`src/rtl/tx_transmitter_pkg.sv`:
```
// -----------------------------------------------------------------------------
// tx_transmitter_pkg
// Shared definitions for the serial frame transmitter and its CRC engine:
// field widths, framing constants, per-state bit-count reload values, the FSM
// state encoding and the single-bit CRC-16-CCITT update function.
// -----------------------------------------------------------------------------
package tx_transmitter_pkg;

    localparam int ID_W      = 2;
    localparam int PAYLOAD_W = 128;
    localparam int CRC_W     = 16;
    localparam int SHIFT_W   = 2 * ID_W + PAYLOAD_W;   // header + payload bits
    localparam int CNT_W     = 8;
    localparam int GAP_BITS  = 8;                      // must be >= 1

    localparam logic [7:0]       PREAMBLE   = 8'h7E;
    localparam logic [CRC_W-1:0] CRC_POLY   = 16'h1021;
    localparam logic [CRC_W-1:0] CRC_INIT   = 16'hFFFF;
    localparam logic             IDLE_LEVEL = 1'b1;

    // Down-counter reload values: a state lasting N bits is entered with N-1.
    localparam logic [CNT_W-1:0] PRE_LOAD = 8'd7;
    localparam logic [CNT_W-1:0] HDR_LOAD = 8'd3;
    localparam logic [CNT_W-1:0] PAY_LOAD = 8'd127;
    localparam logic [CNT_W-1:0] CRC_LOAD = 8'd15;
    localparam logic [CNT_W-1:0] GAP_LOAD = CNT_W'(GAP_BITS - 1);

    typedef enum logic [2:0] {
        ST_IDLE = 3'd0,
        ST_PRE  = 3'd1,
        ST_HDR  = 3'd2,
        ST_PAY  = 3'd3,
        ST_CRC  = 3'd4,
        ST_GAP  = 3'd5
    } tx_state_e;

    // One step of the unreflected serial CRC-16 LFSR; feedback = crc[15] ^ bit.
    function automatic logic [CRC_W-1:0] crc16_step(input logic [CRC_W-1:0] crc,
                                                    input logic             bit_in);
        logic fb;
        fb = crc[CRC_W-1] ^ bit_in;
        crc16_step = {crc[CRC_W-2:0], 1'b0} ^ (fb ? CRC_POLY : 16'h0000);
    endfunction

endpackage

```
`src/rtl/tx_transmitter_if.sv`:
```
// -----------------------------------------------------------------------------
// tx_transmitter_if
// Request/field inputs and serial/status outputs of the frame transmitter.
//   master : the requester (drives start/dest_id/src_id/payload)
//   slave  : the transmitter (drives tx_line/tx_oe/busy/done)
// -----------------------------------------------------------------------------
interface tx_transmitter_if;
    import tx_transmitter_pkg::*;

    logic                 start;
    logic [ID_W-1:0]      dest_id;
    logic [ID_W-1:0]      src_id;
    logic [PAYLOAD_W-1:0] payload;
    logic                 tx_line;
    logic                 tx_oe;
    logic                 busy;
    logic                 done;

    modport master (
        output start, dest_id, src_id, payload,
        input  tx_line, tx_oe, busy, done
    );

    modport slave (
        input  start, dest_id, src_id, payload,
        output tx_line, tx_oe, busy, done
    );

endinterface

```
`src/rtl/tx_transmitter_crc16_serial.sv`:
```
// -----------------------------------------------------------------------------
// crc16_serial
// Bit-serial CRC-16-CCITT (poly 0x1021, init 0xFFFF, no final XOR). The same
// engine sits in the receiver so both ends compute the CRC identically.
//   clk    in  bit clock
//   rst_n  in  asynchronous active-low reset (crc -> CRC_INIT)
//   clr    in  synchronous reload of CRC_INIT (priority over en)
//   en     in  fold bit_in into the CRC on this edge
//   bit_in in  serial data bit
//   crc    out current CRC register
// -----------------------------------------------------------------------------
module crc16_serial
    import tx_transmitter_pkg::*;
(
    input  logic             clk,
    input  logic             rst_n,
    input  logic             clr,
    input  logic             en,
    input  logic             bit_in,
    output logic [CRC_W-1:0] crc
);

    logic [CRC_W-1:0] r_crc;

    // CRC register: reset/clear to the seed, advance one bit when enabled.
    always_ff @(posedge clk or negedge rst_n) begin
        if (!rst_n) begin
            r_crc <= CRC_INIT;
        end else if (clr) begin
            r_crc <= CRC_INIT;
        end else if (en) begin
            r_crc <= crc16_step(r_crc, bit_in);
        end else begin
            r_crc <= r_crc;
        end
    end

    assign crc = r_crc;

endmodule

```
`src/rtl/tx_transmitter.sv`:
```
// -----------------------------------------------------------------------------
// tx_transmitter
// Serial frame transmitter, one bit per clk, MSB first:
//   PREAMBLE[7:0] | dest_id[1:0] | src_id[1:0] | payload[127:0] | crc[15:0]
// followed by GAP_BITS idle bit-times. Fields are latched on accept (start=1
// in IDLE); later input changes and further start pulses do not disturb the
// frame in flight.
// Ports:
//   clk            in  bit clock
//   rst_n          in  asynchronous active-low reset; aborts any frame
//   tx_bus.start   in  transmit request, sampled only in IDLE
//   tx_bus.dest_id in  destination ID
//   tx_bus.src_id  in  source ID
//   tx_bus.payload in  payload, bit 127 sent first
//   tx_bus.tx_line out serial data (IDLE_LEVEL when not transmitting)
//   tx_bus.tx_oe   out pad output enable, high in PRE/HDR/PAY/CRC
//   tx_bus.busy    out high from accept until the end of GAP
//   tx_bus.done    out one-cycle pulse on the first GAP cycle
// -----------------------------------------------------------------------------
module tx_transmitter
    import tx_transmitter_pkg::*;
(
    input  logic               clk,
    input  logic               rst_n,
    tx_transmitter_if.slave    tx_bus
);

    tx_state_e          r_state;
    tx_state_e          w_state_nxt;
    logic [CNT_W-1:0]   r_cnt;
    logic [CNT_W-1:0]   w_cnt_nxt;
    logic [SHIFT_W-1:0] r_shift;
    logic [SHIFT_W-1:0] w_shift_nxt;
    logic [CRC_W-1:0]   w_crc;
    logic [CRC_W-1:0]   w_crc_after;
    logic               w_accept;
    logic               w_shifting;
    logic               w_last;
    logic [CNT_W-1:0]   w_cnt_dec;

    logic               r_tx_line;
    logic               r_tx_oe;
    logic               r_busy;
    logic               r_done;
    logic               w_tx_line_nxt;
    logic               w_tx_oe_nxt;
    logic               w_busy_nxt;
    logic               w_done_nxt;

    assign w_accept   = (r_state == ST_IDLE) && tx_bus.start;
    assign w_shifting = (r_state == ST_HDR) || (r_state == ST_PAY);
    assign w_last     = (r_cnt == 8'd0);
    assign w_cnt_dec  = r_cnt - 8'd1;

    // The bit on the line during HDR/PAY is r_shift[MSB]; it feeds the CRC.
    crc16_serial u_crc (
        .clk    (clk),
        .rst_n  (rst_n),
        .clr    (r_state == ST_IDLE),
        .en     (w_shifting),
        .bit_in (r_shift[SHIFT_W-1]),
        .crc    (w_crc)
    );

    // CRC value after this edge; lets the first CRC bit be registered on the
    // same edge that folds in the last payload bit.
    assign w_crc_after = w_shifting ? crc16_step(w_crc, r_shift[SHIFT_W-1]) : w_crc;

    // State register and per-state bit down-counter.
    always_ff @(posedge clk or negedge rst_n) begin
        if (!rst_n) begin
            r_state <= ST_IDLE;
            r_cnt   <= 8'd0;
        end else begin
            r_state <= w_state_nxt;
            r_cnt   <= w_cnt_nxt;
        end
    end

    // Next-state logic: each state lasts until its counter reaches zero.
    always_comb begin
        w_state_nxt = r_state;
        w_cnt_nxt   = w_cnt_dec;
        case (r_state)
            ST_IDLE: begin
                if (tx_bus.start) begin
                    w_state_nxt = ST_PRE;
                    w_cnt_nxt   = PRE_LOAD;
                end else begin
                    w_state_nxt = ST_IDLE;
                    w_cnt_nxt   = 8'd0;
                end
            end
            ST_PRE: begin
                if (w_last) begin
                    w_state_nxt = ST_HDR;
                    w_cnt_nxt   = HDR_LOAD;
                end else begin
                    w_state_nxt = ST_PRE;
                end
            end
            ST_HDR: begin
                if (w_last) begin
                    w_state_nxt = ST_PAY;
                    w_cnt_nxt   = PAY_LOAD;
                end else begin
                    w_state_nxt = ST_HDR;
                end
            end
            ST_PAY: begin
                if (w_last) begin
                    w_state_nxt = ST_CRC;
                    w_cnt_nxt   = CRC_LOAD;
                end else begin
                    w_state_nxt = ST_PAY;
                end
            end
            ST_CRC: begin
                if (w_last) begin
                    w_state_nxt = ST_GAP;
                    w_cnt_nxt   = GAP_LOAD;
                end else begin
                    w_state_nxt = ST_CRC;
                end
            end
            ST_GAP: begin
                if (w_last) begin
                    w_state_nxt = ST_IDLE;
                    w_cnt_nxt   = 8'd0;
                end else begin
                    w_state_nxt = ST_GAP;
                end
            end
            default: begin
                w_state_nxt = ST_IDLE;
                w_cnt_nxt   = 8'd0;
            end
        endcase
    end

    // Shift register next value: load fields on accept, shift left in HDR/PAY.
    always_comb begin
        if (w_accept) begin
            w_shift_nxt = {tx_bus.dest_id, tx_bus.src_id, tx_bus.payload};
        end else if (w_shifting) begin
            w_shift_nxt = {r_shift[SHIFT_W-2:0], 1'b0};
        end else begin
            w_shift_nxt = r_shift;
        end
    end

    // Shift register storage.
    always_ff @(posedge clk or negedge rst_n) begin
        if (!rst_n) begin
            r_shift <= '0;
        end else begin
            r_shift <= w_shift_nxt;
        end
    end

    // Output decode from the state/count being entered, so the registered
    // outputs carry the bit belonging to the next bit-time.
    always_comb begin
        w_tx_line_nxt = IDLE_LEVEL;
        w_tx_oe_nxt   = 1'b0;
        case (w_state_nxt)
            ST_PRE: begin
                w_tx_line_nxt = PREAMBLE[w_cnt_nxt[2:0]];
                w_tx_oe_nxt   = 1'b1;
            end
            ST_HDR, ST_PAY: begin
                w_tx_line_nxt = w_shift_nxt[SHIFT_W-1];
                w_tx_oe_nxt   = 1'b1;
            end
            ST_CRC: begin
                w_tx_line_nxt = w_crc_after[w_cnt_nxt[3:0]];
                w_tx_oe_nxt   = 1'b1;
            end
            ST_GAP: begin
                w_tx_line_nxt = IDLE_LEVEL;
                w_tx_oe_nxt   = 1'b0;
            end
            default: begin
                w_tx_line_nxt = IDLE_LEVEL;
                w_tx_oe_nxt   = 1'b0;
            end
        endcase
        w_busy_nxt = (w_state_nxt != ST_IDLE);
        w_done_nxt = (w_state_nxt == ST_GAP) && (r_state != ST_GAP);
    end

    // Output registers; reset returns the pad to idle immediately.
    always_ff @(posedge clk or negedge rst_n) begin
        if (!rst_n) begin
            r_tx_line <= IDLE_LEVEL;
            r_tx_oe   <= 1'b0;
            r_busy    <= 1'b0;
            r_done    <= 1'b0;
        end else begin
            r_tx_line <= w_tx_line_nxt;
            r_tx_oe   <= w_tx_oe_nxt;
            r_busy    <= w_busy_nxt;
            r_done    <= w_done_nxt;
        end
    end

    assign tx_bus.tx_line = r_tx_line;
    assign tx_bus.tx_oe   = r_tx_oe;
    assign tx_bus.busy    = r_busy;
    assign tx_bus.done    = r_done;

endmodule

```
`src/flat_wrapper.sv`:
```
// flat-port wrapper written by rule: the top's interface ports become plain ports
module tx_transmitter_flat import tx_transmitter_pkg::*;
  (clk, rst_n, tx_bus_start, tx_bus_dest_id, tx_bus_src_id, tx_bus_payload, tx_bus_tx_line, tx_bus_tx_oe, tx_bus_busy, tx_bus_done);
  tx_transmitter_if tx_bus_i ();
  input  logic clk;
  input  logic rst_n;
  input wire logic [$bits(tx_bus_i.start)-1:0] tx_bus_start;
  input wire logic [$bits(tx_bus_i.dest_id)-1:0] tx_bus_dest_id;
  input wire logic [$bits(tx_bus_i.src_id)-1:0] tx_bus_src_id;
  input wire logic [$bits(tx_bus_i.payload)-1:0] tx_bus_payload;
  output wire logic [$bits(tx_bus_i.tx_line)-1:0] tx_bus_tx_line;
  output wire logic [$bits(tx_bus_i.tx_oe)-1:0] tx_bus_tx_oe;
  output wire logic [$bits(tx_bus_i.busy)-1:0] tx_bus_busy;
  output wire logic [$bits(tx_bus_i.done)-1:0] tx_bus_done;
  assign tx_bus_i.start = tx_bus_start;
  assign tx_bus_i.dest_id = tx_bus_dest_id;
  assign tx_bus_i.src_id = tx_bus_src_id;
  assign tx_bus_i.payload = tx_bus_payload;
  assign tx_bus_tx_line = tx_bus_i.tx_line;
  assign tx_bus_tx_oe = tx_bus_i.tx_oe;
  assign tx_bus_busy = tx_bus_i.busy;
  assign tx_bus_done = tx_bus_i.done;
  tx_transmitter u_core (.clk(clk), .rst_n(rst_n), .tx_bus(tx_bus_i));
endmodule
```
`config.mk`:
```
export PLATFORM = sky130hd
export DESIGN_NAME = tx_transmitter_flat
export DESIGN_NICKNAME = d
export VERILOG_FILES = /design/src/rtl/tx_transmitter_pkg.sv /design/src/rtl/tx_transmitter_if.sv /design/src/rtl/tx_transmitter_crc16_serial.sv /design/src/rtl/tx_transmitter.sv /design/src/flat_wrapper.sv
export SDC_FILE = /design/constraint.sdc
export NUM_CORES = 1
export LEC_CHECK = 0
export CAP_MARGIN = 20
export CORE_ASPECT_RATIO = 1.5
export CORE_MARGIN = 3
export CORE_UTILIZATION = 40
export DETAILED_ROUTE_END_ITERATION = 8
export GPL_TIMING_DRIVEN = 0
export SYNTH_ARGS = -nofsm -noshare
export SYNTH_HDL_FRONTEND = slang
export SYNTH_SLANG_ARGS = --single-unit
```
`constraint.sdc`:
```
create_clock -name clk -period 4.85 [get_ports clk]
set_clock_uncertainty 0.05 [all_clocks]
set_input_delay 0.97 -clock clk [delete_from_list [all_inputs] [get_ports clk]]
set_output_delay 0.97 -clock clk [all_outputs]
set_load 0.02 [all_outputs]
```
======== After elaboration in Yosys (flattened, before gate mapping) ========
Memory sizes are Yosys's and may differ from the RTL's.
Cells that the tools add are included.
word-level totals
  bits in registers ....................... 163
  memory bits (read-only) ................. 8
  input bits .............................. 135
  output and inout port bits .............. 4
  logic and storage cells ................. 59
  memories kept ........................... 1
operators by class
  add/subtract/negate cells ............... 1
  order comparisons ....................... 2
  equal/unequal tests ..................... 11
  multiplexer cells ....................... 24
  bitwise operators ....................... 2
  reductions and logical operators ........ 9
memories
  memory           depth  width  read ports  clocked after memory_dff  wr ports  line                   text
  (no name shown)  8      1      1           0                         0         tx_transmitter.sv:168  w_tx_line_nxt = PREAMBLE[w_cnt_nxt[2:0]];
operators with widths
  cell                                                                    count
  132-bit two-way mux                                                     2
  8-bit one-hot mux with 6 select lines                                   1
  8-bit two-way mux                                                       5
  16-bit two-way mux                                                      2
  3-bit one-hot mux with 6 select lines                                   1
  16-bit bitwise XOR                                                      1
  13-bit two-way mux                                                      1
  3-bit by 2-bit equality test with 1-bit output (second input constant)  4
  3-bit equality test (second input constant)                             4
  3-bit two-way mux                                                       3
  8-bit zero test                                                         1
  8-bit by 1-bit subtractor with 8-bit output (second input constant)     1
  3-bit by 1-bit equality test with 1-bit output (second input constant)  2
  1-bit two-way mux                                                       6
  4-bit by 5-bit < comparator with 1-bit output (second input constant)   1
  1-bit binary-select mux with 4-bit select                               1
  3-bit by 4-bit < comparator with 1-bit output (second input constant)   1
  4-bit OR reduction                                                      1
  3-bit zero test                                                         1
  3-bit inequality test (second input constant)                           1
  1-bit one-hot mux with 3 select lines                                   1
  3-bit nonzero test                                                      1
  1-bit logical AND                                                       2
  2-bit two-way mux                                                       1
  4 further kinds                                                         4

======== Depth between registers and ports, before layout ========
  word-level depth ........................ 7
  mapped depth ............................ 12
  mapped depth without buffers ............ 11

======== By module ========
Synthesis repeated with hierarchy kept, for this count alone.
second synthesis, totals
  cell total of the unflattened synthesis .. 780
  area, all modules ....................... 7448.4 um^2
by module, submodules not included
  module          instances  cells an instance  area an instance (um^2)  seq. area each (um^2)
  tx_transmitter  1          724                6707.7                   3679.8
  crc16_serial    1          56                 740.7                    420.4

======== Worst setup path after synthesis ========
Ideal clock, no wire load.
  path type ............................... reg-to-reg
  start point ............................. register u_core.r_cnt[0]
  end point ............................... register u_core.r_tx_line (netlist: u_core.tx_bus.tx_line)
  library setup time ...................... 0.094 ns
  arrival time ............................ 2.474 ns
  data required time ...................... 4.706 ns
  setup slack ............................. 2.232 ns
  cell stages (with the launch flop) ...... 11
  buffers on the path ..................... 1
  period minus slack after synthesis ...... 2.618 ns
  cell sequence ........................... dfrtp_1 clkbuf_1 inv_1 ha_1 or4b_4 o21ai_2 o21ai_2 o21a_1 a2111oi_0 nor3_1 o311ai_2
between the ends
  cells in the longest elaborated chain, start to end .. 6
  elaborated cells between the ends (all ways) .. 24
  those cells by class .................... 1 x add/sub; 4 x eq/ne; 16 x mux; 2 x reduce/logical; 1 x memory
ends and longest elaborated chain
  item                                                                                            line                                        text
  start: declaration                                                                              tx_transmitter.sv:30                        logic [CNT_W-1:0] r_cnt;
  start signal: assignment                                                                        tx_transmitter.sv:76                        r_cnt <= w_cnt_nxt;
  8-bit by 1-bit subtractor with 8-bit output or 8-bit zero test (tied branches)                  tx_transmitter.sv:53, tx_transmitter.sv:52
  8-bit two-way mux (tied with other cells)                                                       tx_transmitter.sv:127                       if (w_last) begin
  8-bit one-hot mux with 6 select lines or 3-bit one-hot mux with 6 select lines (tied branches)  tx_transmitter.sv:84                        case (r_state)
  1-bit binary-select mux with 4-bit select (tied with other cells)                               tx_transmitter.sv:176                       w_tx_line_nxt = w_crc_after[w_cnt_nxt[3:0]];
  1-bit two-way mux (not written as such) (tied with other cells)                                 tx_transmitter.sv:176
  1-bit one-hot mux with 3 select lines (*)                                                       tx_transmitter.sv:166                       case (w_state_nxt)
  via u_core.w_tx_line_nxt                                                                        tx_transmitter.sv:45                        logic w_tx_line_nxt;
  end signal: assignment                                                                          tx_transmitter.sv:200                       r_tx_line <= w_tx_line_nxt;
  end: declaration                                                                                tx_transmitter.sv:41                        logic r_tx_line;
Mark *: on every way through the listed nets, which the timed path passes. The rest lies on a longest branch. The select of a mux whose other input is x is not followed.
A chain may end at the register's enable or synchronous reset.

======== Worst setup path after layout ========
  start point ............................. register u_core.r_cnt[0]
  end point ............................... register u_core.r_tx_line (netlist: u_core.tx_bus.tx_line)
between the ends
  cells in the longest elaborated chain, start to end .. 6
  elaborated cells between the ends (all ways) .. 24
  those cells by class .................... 1 x add/sub; 4 x eq/ne; 16 x mux; 2 x reduce/logical; 1 x memory
ends and longest elaborated chain
  item                                                                            line                                          text
  8-bit by 1-bit subtractor with 8-bit output or 8-bit zero test (tied branches)  tx_transmitter.sv:53, tx_transmitter.sv:52
  8-bit two-way mux, on equally long branches                                     -
  8-bit one-hot mux with 6 select lines (*)                                       tx_transmitter.sv:84
  via u_core.w_cnt_nxt[1]                                                         tx_transmitter.sv:31                          logic [CNT_W-1:0] w_cnt_nxt;
  1-bit binary-select mux with 4-bit select or memory 8 x 1 bit (tied branches)   -
  1-bit two-way mux, on equally long branches                                     tx_transmitter.sv:176, tx_transmitter.sv:168
  1-bit one-hot mux with 3 select lines (*)                                       tx_transmitter.sv:166
  via u_core.w_tx_line_nxt                                                        tx_transmitter.sv:45
Marked as above.

==> results.md <==
* Status: finished, final reports clean
* Total GRT Usage at ~20%
* Clock slew seen by the registers of the worst setup and hold paths at 0.06 ns
* PostCTS Resize Cnt at 0
* Post-CTS Setup Repair Bufs at 0
* Final wirelength at between 15 and 20 mm
* Htree depth at 4
* Placed inst area at slightly below 0.009 mm^2
* Fin crit period at roughly 3.3 ns
* CTS max path bufs at 2
* Synth-to-Final Area Change at 31.3%
* Post-synthesis cell count at between 700 and 800
* Pwr per Cell Area at around 600 mW/mm^2
* Post-Synth XOR/XNOR Area at less than 1%
* Placed insts at ~1100
* Post-synthesis cell type count at roughly 50
* HP Class: flop to flop
* Asr flop ratio synth at 100%
* I/O Pins at between 100 and 150
* Count of input and output buffers at between 100 and 150
* First-pass GRT wire length at between 30 and 40 mm
* Yosys top cell by area: dfrtp_1
* Met2 Use GR at about a third
* GR Util met1 at a little under a quarter
* Initial antenna violation count at 0
* Synth top area share at roughly 51%
* Post-Synth Simple-Gate Area at about a fifth
* Fillers at 1609
* Count leader, synth: nand2_1
* Sequential fraction of the synthesis area at 56.7%
* Mux contribution to synthesized area at less than 1%
* CORE AREA at 0.0176 mm^2
* Drt pass-1 iters at 5
* YS warnings at 0
* Finished Cell Area at between 0.009 and 0.01 mm^2
* Static leakage at ~4.4 nW
* Reported max-cap violation count at 0
* CTS Buf Count at 17
* Non-filler cells, final at between 1000 and 1500
* Grt total ovfl at 0
* CP max FO at 9
* Die area at 0.0198 mm^2
* Largest cells by area after synthesis: dfrtp_1 51%, nand2_1 15%, a22oi_1 13%
* Root Buffer: clkbuf_16
* Vias at between 6000 and 7000
* First DRT Iteration DRCs at 377
* Worst EP arrival at ~3.6 ns
* Via density at 5.36
* Ant diodes at 0
* Die Height at between 150 and 200 um
* Worst vdd ir at around 290 uV
* Max Slew Vio Count at 0
* RSZ-0062 raised after global routing: false
* Worst-Margin Slew at between 0.6 and 0.7 ns
* Sink Count at between 150 and 200
* Synth Register Bits at around 160
* CP Class: flop to flop
* Fin Setup TNS at 0 ns
* Fmax at around 300 MHz
* CP endpoint kind: flop
* Commonest cells in the netlist: 291 x nand2_1, 146 x dfrtp_1, 129 x a22oi_1, 45 x clkbuf_1
* Worst Path Required at 5.12 ns
* Later-pin clock latency in the skew report at 0.43 ns
* CTS tree: yes
* Synthesized area per cell at roughly 9.3 um^2
* Antenna viol nets, final at 0
* Worst slew margin at 53.8%
* GP Congestion at about 0.87
* Worst Hold Slack at about 0.42 ns
* Post-layout net count at 1068
* Die X at between 100 and 150 um
* Layout cells sized above 1 at between 6 and 7%
* Global-route track usage on met3 at 5.52%
* Drt wl/cell at 16.5 um
* Top_reg_cell synth: dfrtp_1
* Drt drc at 0
* Largest family of logic cells by synthesized area: simple AND/OR/NAND/NOR gates
* Busiest grt layer: met2
* Tcrit/Tclk final at 68.1%
* Startpoint Class: flop
* Hold buffers post-CTS at 0
* Mapped Area at ~0.0072 mm^2
* Complex-gate fraction of the synthesized area at a little under a fifth
* Final hold vios at 0
* Post-synth EDFFs at 0
* Final setup viols at 0
* Vias in the first global route at around 6400
* Largest net degree at the start of global routing at roughly 110
* Post-synthesis adder-cell area fraction at less than 1%
* Post-synth net total at a little over 900
* Starting Density at approximately two fifths
* Hpwl dp at 13.7 mm
* FP Rows at roughly 60
[cells by family (layout without fill, tap and decap cells)]
logic type      Yosys count  in the layout
simple gates            347            347
buf+inv                  65            236
xor+xnor                  8              8
compound gates          185            185
fa+ha+maj                 1              1
mux                       5              5
flops                   163            163
[power by group]
part | total [W] | internal, W | switching [W] | leakage [nW]
clock network | 0.00134 | 0.000761 | 0.000579 | 0.283
registers | 0.00223 | 0.00193 | 0.000300 | 2.08
logic | 0.00225 | 0.000852 | 0.00140 | 2.08
total | 0.00582 | 0.00354 | 0.00228 | 4.45
[state kept, by name, summed over array words and instances, names as in the netlist]
register / count
u_core.tx_bus.tx_line: 1
u_core.tx_bus.busy: 1
u_core.r_cnt: 8
u_core.u_crc.crc: 16
u_core.tx_bus.tx_oe: 1
u_core.tx_bus.done: 1
u_core.r_state: 3
u_core.r_shift: 132
[worst max-delay path: stages (launching register included)]
cell and delay, ns:
dfrtp_1 0.32, clkbuf_1 0.31, inv_1 0.11, ha_1 0.26
nor4b_2 0.20, a311oi_1 0.50, nor2_2 0.20, inv_1 0.18
nand2_1 0.16, inv_1 0.15, o21ai_0 0.09, o311a_1 0.38
o311ai_2 0.29
[per-stage QoR]
stage	total power, W	utilization, %	setup WS (ns)
2_1_floorplan	0.00378	-	2.23
3_3_place_gp	0.00438	50.5	-3.64
3_5_place_dp	0.00450	50.7	1.09
4_1_cts	0.00586	54.1	1.53
5_1_grt	0.00630	54.1	1.12
6_report	0.00582	54.1	1.55
[worst paths after layout]
path,startpoint,to,slack [ns],depth (start not counted)
max,u_core.r_cnt[0],u_core.tx_bus.tx_line,1.55,12
min,u_core.r_shift[121],u_core.r_shift[121],0.42,2
max reg2reg,u_core.r_cnt[0],u_core.tx_bus.tx_line,1.55,12
min reg2reg,u_core.r_shift[121],u_core.r_shift[121],0.42,2
max in group asynchronous,rst_n,u_core.u_crc.crc[1],3.35,2
min in group asynchronous,rst_n,u_core.r_shift[80],0.45,1
[area by class of cell]
type                            count  area [um^2]  share of cell area [%]
Sequential cell                   163         4100                    43.2
Multi-Input combinational cell    546         2890                    30.4
Clock inverter                     11          118                    1.24
Timing Repair Buffer              139         1410                    14.8
Buffer                             55          209                    2.20
Tap cell                          213          267                    2.81
Clock buffer                       21          470                    4.95
Inverter                           10         37.5                   0.395
[layer usage]
| layer | share of wire (%) | wire length (um) | up-vias |
|---|---|---|---|
| li1 | - | - | 3005 |
| met1 | 39 | 7480 | 2979 |
| met2 | 53 | 10100 | 188 |
| met3 | 5.6 | 1080 | 38 |
| met4 | 2.6 | 505 | 0 |
| met5 | 0 | 0 | - |
[cells in the final DEF, fill, tap and decap left out, types with 3 or more instances in the layout]
master / instances
a21oi_1: 7
a22oi_1: 129
a31oi_1: 3
and3_1: 3
buf_1: 8
clkbuf_1: 46
clkbuf_16: 17
clkbuf_8: 3
clkdlybuf4s50_1: 137
clkinv_4: 3
dfrtp_1: 146
dfstp_2: 17
inv_1: 10
inv_6: 4
mux2i_1: 5
nand2_1: 291
nand2b_1: 3
nand3_1: 10
nor2_1: 17
nor3_1: 11
o211ai_1: 11
o21ai_0: 13
or3_1: 3
xnor2_1: 4
xor2_1: 4
(Power assumes the default switching activity.)
